[config.mk]
export PLATFORM = sky130hd
export DESIGN_NAME = switch_allocator_flat
export DESIGN_NICKNAME = d
export VERILOG_FILES = /design/src/rtl/switch_allocator_pkg.sv /design/src/rtl/switch_allocator_if.sv /design/src/rtl/switch_allocator_rr_arbiter5.sv /design/src/rtl/switch_allocator.sv /design/src/flat_wrapper.sv
export SDC_FILE = /design/constraint.sdc
export NUM_CORES = 1
export LEC_CHECK = 0
export CAP_MARGIN = 40
export CORE_ASPECT_RATIO = 0.9
export CORE_MARGIN = 2
export CORE_UTILIZATION = 49
export CTS_BUF_LIST = sky130_fd_sc_hd__clkbuf_16
export CTS_CLUSTER_DIAMETER = 200
export DETAILED_ROUTE_END_ITERATION = 16
export GPL_ROUTABILITY_DRIVEN = 0
export GPL_TIMING_DRIVEN = 0
export PLACE_DENSITY = 0.7
export SLEW_MARGIN = 25
export SYNTH_ARGS = -nofsm -noshare
export SYNTH_HDL_FRONTEND = slang
export SYNTH_SLANG_ARGS = --single-unit
[constraint.sdc]
create_clock -name clk -period 3.9 [get_ports clk]
set_input_delay 0.78 -clock clk [delete_from_list [all_inputs] [get_ports clk]]
set_output_delay 0.78 -clock clk [all_outputs]
set_load 0.1 [all_outputs]
[src/rtl/switch_allocator_pkg.sv]
// Shared constants and types for the router switch allocator: port indices,
// flit type codes, crossbar select encoding and small decode helpers.
package switch_allocator_pkg;

  localparam int unsigned NPORT = 5;
  localparam int unsigned SEL_W = 3;
  localparam logic [SEL_W-1:0] SEL_NONE = 3'd7;

  // Port order matches the one-hot bit order produced by route compute.
  localparam int unsigned PORT_L = 0;
  localparam int unsigned PORT_E = 1;
  localparam int unsigned PORT_W = 2;
  localparam int unsigned PORT_S = 3;
  localparam int unsigned PORT_N = 4;

  typedef enum logic [1:0] {
    FLIT_BODY   = 2'b00,
    FLIT_TAIL   = 2'b01,
    FLIT_HDR    = 2'b10,
    FLIT_SINGLE = 2'b11
  } flit_type_t;

  typedef enum logic {
    OUT_IDLE,
    OUT_BUSY
  } out_state_t;

  // HDR and SINGLE both open a packet; TAIL and SINGLE both close one.
  function automatic logic is_head(input logic [1:0] t);
    return t[1];
  endfunction

  function automatic logic is_last(input logic [1:0] t);
    return t[0];
  endfunction

  function automatic logic is_onehot(input logic [NPORT-1:0] v);
    return (v != '0) && ((v & (v - 1'b1)) == '0);
  endfunction

  function automatic logic [SEL_W-1:0] next_ptr(input logic [SEL_W-1:0] w);
    return (w >= SEL_W'(NPORT - 1)) ? '0 : w + 1'b1;
  endfunction

endpackage

[src/rtl/switch_allocator_if.sv]
// Flit handshake and crossbar select bundle between the input stages,
// the switch allocator and the crossbar.
interface switch_allocator_if;
  import switch_allocator_pkg::*;

  logic [NPORT-1:0]       in_valid;
  logic [2*NPORT-1:0]     in_type;
  logic [NPORT*NPORT-1:0] in_route;
  logic [NPORT-1:0]       out_ready;
  logic [NPORT-1:0]       in_ready;
  logic [NPORT-1:0]       out_valid;
  logic [NPORT*SEL_W-1:0] out_sel;

  modport master (
    output in_valid, in_type, in_route, out_ready,
    input  in_ready, out_valid, out_sel
  );

  modport slave (
    input  in_valid, in_type, in_route, out_ready,
    output in_ready, out_valid, out_sel
  );

endinterface

[src/rtl/switch_allocator_rr_arbiter5.sv]
// Combinational five-way round-robin arbiter: the search starts at ptr and
// wraps, returning a one-hot grant and its encoded index (SEL_NONE if idle).
module rr_arbiter5
  import switch_allocator_pkg::*;
(
  input  logic [NPORT-1:0] req,
  input  logic [SEL_W-1:0] ptr,
  output logic [NPORT-1:0] grant,
  output logic [SEL_W-1:0] grant_idx
);

  logic [SEL_W-1:0] start;
  logic [SEL_W:0]   sum;
  logic [SEL_W-1:0] idx;
  logic             found;

  assign start = (ptr >= SEL_W'(NPORT)) ? '0 : ptr;

  always_comb begin
    grant     = '0;
    grant_idx = SEL_NONE;
    found     = 1'b0;
    sum       = '0;
    idx       = '0;
    for (int unsigned k = 0; k < NPORT; k++) begin
      sum = {1'b0, start} + (SEL_W + 1)'(k);
      if (sum >= (SEL_W + 1)'(NPORT)) begin
        sum = sum - (SEL_W + 1)'(NPORT);
      end
      idx = sum[SEL_W-1:0];
      if (!found && req[idx]) begin
        found      = 1'b1;
        grant[idx] = 1'b1;
        grant_idx  = idx;
      end
    end
  end

endmodule

[src/rtl/switch_allocator.sv]
// Wormhole switch allocator: one round-robin arbiter and lock FSM per output,
// driving crossbar selects and per-input/per-output flit handshakes.
module switch_allocator
  import switch_allocator_pkg::*;
(
  input  logic               clk,
  input  logic               rst,
  switch_allocator_if.slave  sw
);

  out_state_t       state     [NPORT];
  logic [SEL_W-1:0] owner     [NPORT];
  logic [SEL_W-1:0] ptr       [NPORT];
  logic [NPORT-1:0] req_out   [NPORT];
  logic [NPORT-1:0] grant     [NPORT];
  logic [SEL_W-1:0] grant_idx [NPORT];

  logic [NPORT-1:0]       owned;
  logic [NPORT-1:0]       head_req;
  logic [NPORT-1:0]       owner_valid;
  logic [NPORT-1:0]       owner_last;
  logic [NPORT-1:0]       xfer;
  logic [NPORT-1:0]       in_ready_c;
  logic [NPORT*SEL_W-1:0] out_sel_c;

  // Owned inputs are masked out so an input can never hold two outputs.
  always_comb begin
    owned    = '0;
    head_req = '0;
    for (int unsigned o = 0; o < NPORT; o++) begin
      for (int unsigned i = 0; i < NPORT; i++) begin
        if (owner[o] == SEL_W'(i)) begin
          owned[i] = 1'b1;
        end
      end
    end
    for (int unsigned i = 0; i < NPORT; i++) begin
      head_req[i] = sw.in_valid[i] & is_head(sw.in_type[2*i +: 2])
                  & is_onehot(sw.in_route[NPORT*i +: NPORT]) & ~owned[i];
    end
  end

  always_comb begin
    for (int unsigned o = 0; o < NPORT; o++) begin
      req_out[o] = '0;
      for (int unsigned i = 0; i < NPORT; i++) begin
        req_out[o][i] = head_req[i] & sw.in_route[NPORT*i + o];
      end
    end
  end

  for (genvar o = 0; o < NPORT; o++) begin : g_arb
    rr_arbiter5 u_arb (
      .req       (req_out[o]),
      .ptr       (ptr[o]),
      .grant     (grant[o]),
      .grant_idx (grant_idx[o])
    );
  end

  // Owner is SEL_NONE while idle, so matching it alone gates the handshakes.
  always_comb begin
    owner_valid = '0;
    owner_last  = '0;
    in_ready_c  = '0;
    out_sel_c   = '0;
    for (int unsigned o = 0; o < NPORT; o++) begin
      out_sel_c[SEL_W*o +: SEL_W] = owner[o];
      for (int unsigned i = 0; i < NPORT; i++) begin
        if (owner[o] == SEL_W'(i)) begin
          owner_valid[o] = sw.in_valid[i];
          owner_last[o]  = is_last(sw.in_type[2*i +: 2]);
          if (sw.out_ready[o]) begin
            in_ready_c[i] = 1'b1;
          end
        end
      end
    end
    xfer = owner_valid & sw.out_ready;
  end

  assign sw.in_ready  = in_ready_c;
  assign sw.out_valid = owner_valid;
  assign sw.out_sel   = out_sel_c;

  always_ff @(posedge clk or posedge rst) begin
    if (rst) begin
      for (int unsigned o = 0; o < NPORT; o++) begin
        state[o] <= OUT_IDLE;
        owner[o] <= SEL_NONE;
        ptr[o]   <= '0;
      end
    end else begin
      for (int unsigned o = 0; o < NPORT; o++) begin
        case (state[o])
          OUT_IDLE: begin
            if (|grant[o]) begin
              owner[o] <= grant_idx[o];
              state[o] <= OUT_BUSY;
            end
          end
          OUT_BUSY: begin
            if (xfer[o] && owner_last[o]) begin
              owner[o] <= SEL_NONE;
              ptr[o]   <= next_ptr(owner[o]);
              state[o] <= OUT_IDLE;
            end
          end
          default: begin
            owner[o] <= SEL_NONE;
            state[o] <= OUT_IDLE;
          end
        endcase
      end
    end
  end

endmodule

[src/flat_wrapper.sv]
// flat-port wrapper written by rule: the top's interface ports become plain ports
module switch_allocator_flat import switch_allocator_pkg::*;
  (clk, rst, sw_in_valid, sw_in_type, sw_in_route, sw_out_ready, sw_in_ready, sw_out_valid, sw_out_sel);
  switch_allocator_if sw_i ();
  input  logic clk;
  input  logic rst;
  input wire logic [$bits(sw_i.in_valid)-1:0] sw_in_valid;
  input wire logic [$bits(sw_i.in_type)-1:0] sw_in_type;
  input wire logic [$bits(sw_i.in_route)-1:0] sw_in_route;
  input wire logic [$bits(sw_i.out_ready)-1:0] sw_out_ready;
  output wire logic [$bits(sw_i.in_ready)-1:0] sw_in_ready;
  output wire logic [$bits(sw_i.out_valid)-1:0] sw_out_valid;
  output wire logic [$bits(sw_i.out_sel)-1:0] sw_out_sel;
  assign sw_i.in_valid = sw_in_valid;
  assign sw_i.in_type = sw_in_type;
  assign sw_i.in_route = sw_in_route;
  assign sw_i.out_ready = sw_out_ready;
  assign sw_in_ready = sw_i.in_ready;
  assign sw_out_valid = sw_i.out_valid;
  assign sw_out_sel = sw_i.out_sel;
  switch_allocator u_core (.clk(clk), .rst(rst), .sw(sw_i));
endmodule
# ---- Yosys cells after proc, flatten, opt, wreduce, memory -nomap -nowiden
# Cells that the tools add are included.
dict set report word_totals {
  regBits 35
  out_inout_bits 25
  wordCells 722
  inputBits 47
}
dict set report classes {
  n_reduce_logical 105
  bitwise_logic 76
  mux 356
  add_sub_neg 55
  n_eq_ne 30
  magnitude_cmp 85
}
# op n
set op_table {}
lappend op_table {{3-bit 2-to-1 mux} 70}
lappend op_table {{1-bit 2-to-1 mux} 201}
lappend op_table {{5-bit 2-to-1 mux} 25}
lappend op_table {{3-bit by 4-bit less-than comparator with 1-bit output (second input constant)} 25}
lappend op_table {{5-bit OR} 20}
lappend op_table {{4-bit by 3-bit >= comparator with 1-bit output (second input constant)} 20}
lappend op_table {{1-bit binary-select mux with 3-bit select} 25}
lappend op_table {{1-bit demux with 3-bit select} 25}
lappend op_table {{3-bit by 1-bit >= comparator with 1-bit output (second input constant)} 25}
lappend op_table {{3-bit subtractor (second input constant)} 25}
lappend op_table {{1-bit logical AND} 55}
lappend op_table {{3-bit >= comparator (second input constant)} 15}
lappend op_table {{3-bit by 2-bit adder with 4-bit output (second input constant)} 10}
lappend op_table {{1-bit bitwise AND} 40}
lappend op_table {{5-bit bitwise AND} 6}
lappend op_table {{3-bit by 2-bit equality test with 1-bit output (second input constant)} 10}
lappend op_table {{3-bit one-hot mux with 2 select lines} 5}
lappend op_table {{5-bit zero test} 5}
lappend op_table {{5-bit nonzero test} 5}
lappend op_table {{5-bit OR reduction} 5}
lappend op_table {{5-bit by 1-bit subtractor with 5-bit output (second input constant)} 5}
lappend op_table {{3-bit by 1-bit adder with 4-bit output (second input constant)} 5}
lappend op_table {{3-bit by 3-bit adder with 4-bit output (second input constant)} 5}
lappend op_table {{1-bit zero test} 20}
lappend op_table {{9 further kinds} 55}

# ---- Logic depth before layout (Yosys ltp)
# Gate-level depths: netlist of run 1.
dict set report logic_depth {
  word_depth 27
  depth_mapped 16
  ltp_nobuf 13
}

# ---- By module
# A second synthesis of run 1 with hierarchy kept.
dict set report hier_totals {
  hier_cells 1209
  area_unflattened_um2 9138.8
}
# module n_inst area_each_um2 seq_area_each_um2 cells_per_inst
set by_module_without_submodules {}
lappend by_module_without_submodules {{rr_arbiter5 (u_core.g_arb[0].u_arb ...)} 4 1209.9 0.0 169}
lappend by_module_without_submodules {switch_allocator 1 3009.1 894.6 336}
lappend by_module_without_submodules {{rr_arbiter5 (u_core.g_arb[4].u_arb)} 1 1290.0 0.0 197}

# ---- Least setup slack after synthesis of run 1
# Ideal clock, no wire load.
dict set report synth_path {
  path_kind {reg2reg}
  from {reg u_core.owner, in the netlist u_core.sw.out_sel[13]}
  to {reg u_core.ptr[0] in the netlist's numbering}
  stages_incl_launch_ff 10
  period_less_slack_ps 6380
  arrival_ps 6268
  path_slack_ps -2480
  setup_ps 112
  t_required_ps 3788
  n_path_buf 0
  cell_sequence {dfstp_2 -> inv_1 -> ha_1 -> nor2_1 -> a21oi_1 -> nor2_1 -> a21oi_1 -> o311ai_0 -> nand4_1 -> o31ai_1}
}
dict set report synth_via {
  elab_chain_len 9
  elab_cells_between_ends 20
  classes_between {order compare (1); eq/ne (4); mux (11); bitwise (1); reduce/logical (3)}
}
# item line
set synth_rtl {}
lappend synth_rtl {{from (decl)} switch_allocator.sv:12} ;# logic [SEL_W-1:0] owner [NPORT];
lappend synth_rtl {{from (signal, indexed assignment)} switch_allocator.sv:98} ;# owner[o] <= grant_idx[o];
lappend synth_rtl {{3-bit zero test} switch_allocator.sv:70} ;# if (owner[o] == SEL_W'(i)) begin
lappend synth_rtl {{1-bit 2-to-1 mux (4 in series)} switch_allocator.sv:70}
lappend synth_rtl {{1-bit 2-to-1 mux (*)} switch_allocator.sv:70}
lappend synth_rtl {{via sw_out_valid[4]} flat_wrapper.sv:12} ;# output wire logic [$bits(sw_i.out_valid)-1:0] sw_out_valid;
lappend synth_rtl {{5-bit bitwise AND (*)} switch_allocator.sv:79} ;# xfer = owner_valid & sw.out_ready;
lappend synth_rtl {{1-bit logical AND (*)} switch_allocator.sv:103} ;# if (xfer[o] && owner_last[o]) begin
lappend synth_rtl {{2-bit AND reduction (no line) (*)} -}
lappend synth_rtl {{to (signal, indexed assignment)} switch_allocator.sv:105} ;# ptr[o] <= next_ptr(owner[o]);
lappend synth_rtl {{to (decl)} switch_allocator.sv:13} ;# logic [SEL_W-1:0] ptr [NPORT];
# Mark *: on every way through the listed nets, which the timed path passes. The rest lies on a longest branch.
# A chain may end at the register's enable or synchronous reset.

# ---- Worst setup path in the final report of run 1
dict set report layout_path {
  from {in sw_in_route[2]}
  to {reg u_core.owner, in the netlist u_core.sw.out_sel[9]}
}
dict set report layout_via {
  elab_chain_len 25
  elab_cells_between_ends 49
  classes_between {add/sub (1); eq/ne (1); mux (26); bitwise (8); reduce/logical (13)}
}
# item line
set layout_rtl {}
lappend layout_rtl {{from (decl)} flat_wrapper.sv:9} ;# input wire logic [$bits(sw_i.in_route)-1:0] sw_in_route;
lappend layout_rtl {{5-bit by 1-bit subtractor with 5-bit output} switch_allocator_pkg.sv:38} ;# return (v != '0) && ((v & (v - 1'b1)) == '0);
lappend layout_rtl {{5-bit bitwise AND} switch_allocator_pkg.sv:38}
lappend layout_rtl {{5-bit zero test} switch_allocator_pkg.sv:38}
lappend layout_rtl {{1-bit logical AND (*)} switch_allocator_pkg.sv:38}
lappend layout_rtl {{1-bit bitwise AND (*) (2 in series)} switch_allocator.sv:39} ;# & is_onehot(sw.in_route[NPORT*i +: NPORT]) & ~owned[i];
lappend layout_rtl {{1-bit bitwise AND (*)} switch_allocator.sv:47} ;# req_out[o][i] = head_req[i] & sw.in_route[NPORT*i + o];
lappend layout_rtl {{1-bit binary-select mux with 3-bit select} switch_allocator_rr_arbiter5.sv:31} ;# if (!found && req[idx]) begin
lappend layout_rtl {{1-bit 2-to-1 mux (not written as such)} switch_allocator_rr_arbiter5.sv:31}
lappend layout_rtl {{[8 not listed]} -}
lappend layout_rtl {{1-bit logical AND} switch_allocator_rr_arbiter5.sv:31}
lappend layout_rtl {{1-bit 2-to-1 mux} switch_allocator_rr_arbiter5.sv:31}
lappend layout_rtl {{1-bit zero test} switch_allocator_rr_arbiter5.sv:31}
lappend layout_rtl {{1-bit logical AND} switch_allocator_rr_arbiter5.sv:31}
lappend layout_rtl {{5-bit 2-to-1 mux} switch_allocator_rr_arbiter5.sv:31}
lappend layout_rtl {{5-bit OR reduction} switch_allocator.sv:97} ;# if (|grant[o]) begin
lappend layout_rtl {{2-bit by 1-bit != test with 1-bit output (no line)} -}
lappend layout_rtl {{2-bit AND reduction (no line)} -}
# Every way passes the cells marked *; elsewhere a longest branch is shown, timed or not. The select of a mux whose other input is x is not followed.

==> results of run 1 <==
-- timing repair --
item	4_1_cts	5_1_grt
buffers inserted	2	6
gates resized for setup	16	49
pin swaps	3	7
endpoints found under the setup margin	17	17
-- where the power goes --
part	leakage, nW	internal (mW)	switching (mW)	total, mW
logic	3.38	1.81	3.03	4.84
clock network	0.0812	0.299	0.178	0.477
registers	0.384	0.484	0.136	0.620
total	3.85	2.60	3.34	5.94
-- worst max-delay path: stages --
cell,delay [ns]
clkdlybuf4s50_1,0.58
nand2_1,0.19
nand4_1,0.26
or4_1,0.67
mux2_2,0.30
nor3_1,0.18
a311oi_1,0.11
mux2i_1,0.21
a21oi_2,0.28
mux2_2,0.37
a21oi_1,0.13
-- cell usage in the layout (no fill, tap or decap), types with 13 or more instances in the layout --
master,netlist,layout
mux2i_1,26,26
nand3_1,50,50
and2_1,18,18
buf_8,0,24
dfrtp_1,20,19
dfstp_2,15,15
ha_1,61,57
a21oi_1,86,83
nor3_1,48,47
o22ai_1,18,18
o21ai_0,71,66
clkbuf_1,38,26
nand2_1,102,101
o31ai_1,17,15
inv_1,52,49
a31oi_1,18,18
nor2_1,85,84
clkdlybuf4s50_1,0,66
nor2b_1,39,39
nand2b_1,35,33
a22oi_1,13,13
nand4_1,23,23
-- path summary, 6_finish.rpt --
kind | start | endpoint | slack [ns] | cells after the start
worst max-delay path | sw_in_route[2] | u_core.sw.out_sel[9] | 0.07 | 11
worst min-delay path | u_core.ptr[1] | u_core.ptr[1] | 0.54 | 2
worst max register to register | u_core.sw.out_sel[12] | u_core.sw.out_sel[9] | 0.13 | 13
worst min register to register | u_core.ptr[1] | u_core.ptr[1] | 0.54 | 2
max in group asynchronous | rst | u_core.sw.out_sel[2] | 2.57 | 3
min in group asynchronous | rst | u_core.state[3] | 0.80 | 2
-- metal layers --
layer | global-route usage [%] | vias to the layer above
met5 | 0 | -
met4 | 10.9 | 0
met3 | 4.92 | 92
met2 | 52.8 | 602
met1 | 47.6 | 4443
li1 | - | 4479
-- final cells by class --
| type | count | area, sq um |
|---|---|---|
| Sequential cell | 35 | 896 |
| Fill cell | 1414 | 5820 |
| Tap cell | 202 | 253 |
| Multi-Input combinational cell | 976 | 6700 |
| Inverter | 56 | 234 |
| Clock buffer | 5 | 125 |
| Clock inverter | 3 | 38.8 |
| Buffer | 47 | 213 |
| Timing Repair Buffer | 107 | 1210 |
-- sequential cells by signal, indices dropped and copies added (netlist names) --
name	flops
u_core.ptr	15
u_core.state	5
u_core.sw.out_sel	15
-- kinds of logic (layout without fill, tap and decap cells) --
logic type / count (synthesis) / count (layout)
AOI/OAI and AO/OA: 367 / 367
xor gates and xnor gates: 12 / 12
adders and majority gates: 61 / 61
buffers and inverters: 110 / 218
DFF: 35 / 35
muxes: 37 / 37
and+or+nand+nor: 499 / 499
-- through the flow --
step	std cells	area (sq um)	TNS (ns)	power [mW]
finish	1431	9680	0	5.94
global route	1431	9680	-0.0402	6.32
CTS	1430	9450	0	5.68
detailed placement	1421	9200	-5.33	5.15
global placement	1394	8770	-8.72	4.86
floorplan	1121	7800	0	3.90
==> flow_summary_export.csv, run 1 <==
group,metric,value,unit
synth,synth-seq-cells,35,
synth,synthMuxAreaShare,4.94,%
synth,ys_types,86,
synth,synthCells,1121,
critical_path,cp.arrival,4.06,ns
sta,layout_min_cycle_time,3.83,ns
synth,synth_seq_area_share,11.5,%
flow_run,maxCapViolations,0,
finish,nets,1336,
sta,hold_violations,0,
cts,cts-root-buf,"clkbuf_16",
synth,synth_edf_count,0,
power_and_ir_drop,ir_drop,0.000558,V
global_routing,grt_util_all_layers,33.7,%
sta,finClkSkew,0.00721,ns
route,top_layer,"met4",
synth,ys.flop_type,"dfrtp_1",
sta,finalCritPeriodShare,98.2,%
finish,synthToLayoutAreaGrowth,24.4,%
synth,synth_area_leaders,"ha_1, dfrtp_1, a21oi_1",
route,dr_wl_met2,12500,microns
route,wl,28900,microns
run_status,outcome,"completed",
cts,cts_tree,"yes",
route,drc,0,
power_and_ir_drop,powerDensity,613,nW/um^2
route,wl_met3,2770,microns
cts,cts_made_buffers,5,
synth,ys_async_sr_fraction,100,%
floorplan,num_io_pins,72,
worst_hold_path,min_path_type,"reg2reg",
critical_path,critPathRequiredTime,4.13,ns
synth,synth_fa_ha_area_share,9.81,%
power_and_ir_drop,p_leak,3.85,nW
sta,holdWs,0.543,ns
synth,synth_compound_area_share,32.2,%
route,drt_iter0_drc,1109,
floorplan,die_area,16900,sq um
cts,path_clk_slew,0.06,ns
synth,synth_simple_gate_area_share,34.4,%
sta,worstMarginPinSlew,0.812,ns
global_routing,antenna_found_initial,1,
route,vias_per_cell,6.72,
synth,yosys_warnings,0,
synth,synth_top_area_share,9.81,%
sta,relSlewSlack,45.4,%
cts,clock_latency,0.30,ns
floorplan,num_rows,43,
global_routing,grt_overflow,0,
synth,synth_common_cells,"nand2_1, a21oi_1, nor2_1",
route,vias,9616,
sta,slew_violations,0,
synth,synth_area_leader_cell,"ha_1",
sta,setup-violations-final,0,
synth,syn_nets,1229,
route,met1_length,12500,microns
synth,synth_xor_xnor_area_share,1.35,%
finish,antennaDiodeCount,0,
critical_path,crit_type,"in2reg",
synth,mappedNetlistArea,7780,sq um
finish,post-route-util,62.5,%
floorplan,die_w,137,microns
finish,layout-drive-gt1-share,13.5,%
placed_design,io_buffers,71,
placed_design,hpwl,22300,microns
sta,max_freq,261,MHz
global_routing,grt_max_degree,22,
route,antenna_left,0,
critical_path,crit_fanout,6,
floorplan,start_util,50.2,%
synth,synth_area_per_cell,6.94,sq um
critical_path,crit_path_end_kind,"flop",
route,drtPass1Iterations,6,
cts,h-tree-depth,2,
synth,synth.most_common_cell,"nand2_1",
cts,cts_hold_buf,0,
sta,worst_slack,0.0703,ns
route,wl_per_cell,20.2,microns
placed_design,dp_slack,-0.538,ns
synth,synth_top_family_by_area,"simple AND/OR/NAND/NOR gates",
global_routing,grt_pass1_vias,8634,
critical_path,startpoint_type,"input port",
cts,clockBufferDepth,2,
global_routing,grt_pass1_wl,45300,microns
floorplan,die_y,124,microns
floorplan,core_area,15500,sq um
cts,cts_sinks,35,
No activity file was read; power rests on OpenSTA's default activity.
==> run 2: changes to the inputs <==
- CORE_ASPECT_RATIO: 0.9 -> unset
==> run 2 against run 1 <==
  * Worst setup slack gained 0.064 ns
  * Design area increased by 0.35%
  * Sequential power barely moved
  * Routed wire length fell by 0.36%
  * Clock power shrank 17%
  * Non-clock buffer count is 4 higher
  * Maximum frequency rose by 1.7%
  * Clock skew fell by 0.00059 ns
  * Final cell count up 1.3%
  * Total power barely moved
==> flow_summary_export.csv, run 2 (synthesized netlist as in run 1, its figures left out) <==
group,metric,value,unit
critical_path,timing.rr.start,"u_core.sw.out_sel[14]",
critical_path,critPathRequiredTime,4.11,ns
sta,hold_violations,0,
sta,relSlewSlack,50.0,%
finish,fillers,1465,
critical_path,path_common_cell,"nand4_1",
power_and_ir_drop,powerDensity,611,nW/um^2
critical_path,path_cells,"clkdlybuf4s50_1 > and2_1 > a2111oi_4 > buf_4 > nand4_1 > buf_2 > o31ai_1 > nand4_1 > or4_1 > a21boi_2 > nor2_2 > nor3_1 > a21oi_1",
critical_path,startpoint,"sw_in_route[5]",
route,drc,0,
power_and_ir_drop,p_total,5.94,mW
global_routing,antenna_found_initial,0,
finish,post-route-util,61.8,%
sta,worstMarginPinSlew,0.740,ns
worst_hold_path,min_path_type,"reg2reg",
global_routing,grt_overflow,0,
cts,cts_sinks,35,
finish,final_common_cell,"nand2_1",
floorplan,die_w,130,microns
power_and_ir_drop,ir_drop,0.000475,V
sta,slew_violations,0,
route,drtPass1Iterations,12,
finish,layout-drive-gt1-share,13.8,%
route,vias,9573,
critical_path,cp.arrival,3.98,ns
critical_path,crit_path_end_kind,"flop",
sta,layout_min_cycle_time,3.77,ns
finish,synthToLayoutAreaGrowth,24.8,%
floorplan,core_area,15700,sq um
critical_path,slowest_delay,0.55,ns
cts,cts_hold_buf,0,
floorplan,num_rows,46,
finish,ff_latch_area,896,sq um
worst_hold_path,hp-start,"u_core.sw.out_sel[13]",
route,antenna_left,0,
placed_design,io_buffers,71,
route,vias_per_cell,6.61,
sta,max_freq,266,MHz
cts,cts_made_buffers,5,
sta,setup-violations-final,0,
sta,finalCritPeriodShare,96.6,%
finish,final_cell_mix,"nand2_1, nor2_1, a21oi_1",
sta,finClkSkew,0.00662,ns
critical_path,crit_fanout,10,
global_routing,grt_util_all_layers,32.7,%
critical_path,crit_type,"in2reg",
power_and_ir_drop,p_leak,3.87,nW
run_status,outcome,"completed",
route,drt_iter0_drc,1119,
global_routing,grt_pass1_wl,44100,microns
route,wl,28800,microns
cts,clock_latency,0.29,ns
floorplan,die_y,130,microns
worst_hold_path,hold_depth,2,
route,wl_per_cell,19.9,microns
critical_path,startpoint_type,"input port",
critical_path,reg2reg_depth,11,
floorplan,num_io_pins,72,
cts,h-tree-depth,2,
global_routing,grt_pass1_vias,8461,
cts,cts-root-buf,"clkbuf_16",
finish,antennaDiodeCount,0,
cts,path_clk_slew,0.06,ns
finish,nets,1340,
cts,clockBufferDepth,2,
placed_design,hpwl,22500,microns
flow_run,maxCapViolations,0,
cts,cts_tree,"yes",
critical_path,crit_slowest_cell,"clkdlybuf4s50_1",
finish,multi_input_area,6680,sq um
floorplan,start_util,49.5,%
floorplan,die_area,16900,sq um
global_routing,grt_max_degree,30,
==> run 2: cell type report <==
cell class / instances / share of cell area [%]
flip-flops and latches: 35 / 9.22
well taps: 216 / 2.78
inverters: 56 / 2.41
multi-input cells: 976 / 68.7
clock inverters: 3 / 0.129
repair buffers: 110 / 13.2
clock buffers: 5 / 1.29
plain buffers: 48 / 2.28
==> run 2: where the power goes <==
group          switching, mW  total [mW]  internal, mW
clock                  0.163       0.394         0.231
combinational           3.05        4.92          1.87
sequential             0.138       0.622         0.484
==> run 2: stage by stage <==
step	worst slack, ns	cells	instance area (sq um)	hold slack [ns]	setup TNS (ns)
2_1_floorplan	0.116	1121	7800	0.488	0
3_3_place_gp	-0.658	1408	8790	0.526	-8.96
3_5_place_dp	-0.661	1436	9260	0.541	-7.72
4_1_cts	0.00296	1445	9500	0.549	0
5_1_grt	-0.0114	1449	9710	0.562	-0.0240
6_report	0.134	1449	9710	0.553	0
==> run 2: final timing paths <==
path	endpoint	slack (ns)
worst min register to register	u_core.sw.out_sel[13]	0.55
worst max register to register	u_core.sw.out_sel[6]	0.14
worst min-delay path	u_core.sw.out_sel[13]	0.55
min in group asynchronous	u_core.ptr[6]	0.71
max in group asynchronous	u_core.sw.out_sel[10]	2.69
worst max-delay path	u_core.sw.out_sel[2]	0.13
==> run 2: worst max-delay path: cells and delay by family <==
kind / cells / cell delay, ns
compound gates: 4 / 0.83
simple gates: 6 / 1.35
buf+inv: 3 / 1.00
==> run 2: repair_timing <==
| item | 4_1_cts | 5_1_grt |
|---|---|---|
| pin swaps | 2 | 7 |
| endpoints found under the setup margin | 16 | 18 |
| gates cloned | 0 | 0 |
| buffers inserted | 2 | 9 |
| resized for setup | 17 | 50 |
==> run 2: metal layers <==
metal	global-route usage, %	part of all wire, %	routed length [microns]
met1	42.9	41	11900
met2	55.8	46	13300
met3	4.26	8.7	2510
met4	10.8	4.0	1160
met5	0	0	0
==> run 3: changes to the inputs <==
- clock period: 3.9 -> 4 ns (I/O delays scaled with it)
==> run 3 against run 2 <==
  * Worst setup slack worse by 0.036 ns
  * Register-to-register slack hardly changed
  * Critical path depth is 2 lower
  * First-iteration DRC count fell by 16%
  * Largest cell class unchanged
  * Clock-buffer cell count is the same
  * Sequential share of layout area up 0.075 points
  * Core utilization fell by 0.58 points
  * Total power fell by 3.8%
  * Sequential power fell by 3.4%
  * Clock power decreased by 3%
  * Non-clock buffer count shrank 1
  * Die area stayed put
==> flow_summary_export.csv, run 3 (synthesized netlist as in run 1, its figures left out) <==
group,metric,value,unit
critical_path,startpoint_type,"input port",
worst_hold_path,min_path_type,"reg2reg",
sta,finClkSkew,0.00777,ns
global_routing,grt_use_met2,55.6,%
worst_hold_path,hold_depth,2,
route,wl_per_cell,19.8,microns
finish,antennaDiodeCount,0,
cts,path_clk_slew,0.06,ns
floorplan,die_w,130,microns
floorplan,start_util,49.5,%
finish,fillers,1477,
cts,clock_latency,0.29,ns
cts,cts_tree,"yes",
global_routing,grt_util_all_layers,32.7,%
finish,final_cell_mix,"nand2_1, a21oi_1, nor2_1",
floorplan,num_rows,46,
finish,layout-drive-gt1-share,12.1,%
sta,slew_violations,0,
route,drc,0,
floorplan,die_y,130,microns
route,drt_iter0_drc,939,
critical_path,cp.arrival,4.10,ns
flow_run,maxCapViolations,0,
route,vias_per_cell,6.64,
critical_path,crit_fanout,6,
route,antenna_left,0,
global_routing,grt_pass1_vias,8448,
cts,h-tree-depth,2,
critical_path,crit_path_end_kind,"flop",
sta,setup_tns,0,ns
critical_path,reg2reg_depth,13,
run_status,outcome,"completed",
finish,post-route-util,61.2,%
route,drtPass1Iterations,6,
cts,cts_sinks,35,
critical_path,critPathRequiredTime,4.19,ns
global_routing,busiest_layer,"met2",
power_and_ir_drop,p_leak,3.84,nW
floorplan,num_io_pins,72,
sta,max_freq,256,MHz
route,vias,9611,
sta,hold_violations,0,
critical_path,crit_type,"in2reg",
global_routing,use_met3,4.22,%
power_and_ir_drop,powerDensity,594,nW/um^2
finish,nets,1339,
global_routing,grt_max_degree,30,
route,wl,28700,microns
finish,synthToLayoutAreaGrowth,23.7,%
sta,layout_min_cycle_time,3.90,ns
global_routing,use_met1,42.9,%
finish,final_common_cell,"nand2_1",
sta,setup-violations-final,0,
cts,cts_made_buffers,5,
floorplan,die_area,16900,sq um
floorplan,core_area,15700,sq um
global_routing,antenna_found_initial,0,
placed_design,hpwl,22500,microns
sta,finalCritPeriodShare,97.5,%
sta,relSlewSlack,46.4,%
sta,worstMarginPinSlew,0.794,ns
global_routing,grt_pass1_wl,43900,microns
placed_design,io_buffers,71,
cts,clockBufferDepth,2,
power_and_ir_drop,ir_drop,0.000465,V
cts,cts-root-buf,"clkbuf_16",
global_routing,grt_overflow,0,
run 3: changes by cell type in the layout (fill, tap and decap cells not counted), moves of 2 or more:
cell	delta
dlymetal6s2s_1	-2
buf_4	-3
clkbuf_4	-2
ha_1	+3
clkbuf_1	+2
o221ai_1	+2
clkdlybuf4s50_1	+3
a21oi_2	-2
o221ai_2	-2
ha_2	-2
a21oi_1	+2
run 3: final cells by class:
cell class	count	area, sq um	area share (%)
clock buffers	5	125	1.30
clock inverters	3	12.5	0.130
repair buffers	107	1250	13.0
flip-flops and latches	35	895	9.30
inverters	56	234	2.43
well taps	216	270	2.81
plain buffers	50	224	2.33
multi-input cells	976	6610	68.7
run 3: worst max-delay path, cell delays in order:
cell             delay, ns
clkdlybuf4s50_1       0.71
nand2_1               0.20
or3_1                 0.46
or4_4                 0.57
nor3_1                0.21
a31oi_1               0.06
a21oi_1               0.15
a31oi_1               0.06
or3b_4                0.44
and2_1                0.19
a221oi_2              0.25
run 3: path summary, 6_finish.rpt:
path	slack, ns	from	end
max in group asynchronous	2.77	rst	u_core.sw.out_sel[9]
worst min register to register	0.55	u_core.sw.out_sel[13]	u_core.sw.out_sel[13]
min in group asynchronous	0.73	rst	u_core.ptr[8]
worst min-delay path	0.55	u_core.sw.out_sel[13]	u_core.sw.out_sel[13]
worst max-delay path	0.1	sw_in_valid[4]	u_core.sw.out_sel[10]
worst max register to register	0.13	u_core.sw.out_sel[12]	u_core.sw.out_sel[9]
run 3: stage by stage:
stage	setup WS, ns	hold WS, ns	power [mW]	cells	cell area, sq um
final	0.0986	0.553	5.71	1448	9620
after global routing	-0.0144	0.562	6.07	1448	9620
after CTS	0.0127	0.549	5.51	1445	9460
after detailed placement	-0.581	0.541	5.08	1436	9260
after global placement	-0.578	0.526	4.76	1408	8790
after floorplan	0.216	0.488	3.80	1121	7800
run 3: repair_timing:
action	4_1_cts	5_1_grt
hold buffers	0	0
hold endpoints to repair	0	0
cloned	0	0
pin swaps	1	3
setup endpoints to repair	14	17
buffers inserted	2	6
gates resized for setup	9	34
run 3: report_power, final:
group          total, mW  switching (mW)  internal [mW]
clock network      0.384           0.158          0.225
logic               4.72            2.94           1.79
registers          0.601           0.130          0.471
run 3: routing by layer:
| layer | part of all wire (%) | wire [microns] | vias to the layer above |
|---|---|---|---|
| met4 | 3.6 | 1040 | 0 |
| li1 | - | - | 4491 |
| met2 | 47 | 13400 | 535 |
| met3 | 8.5 | 2440 | 86 |
| met1 | 41 | 11900 | 4499 |
| met5 | 0 | 0 | - |
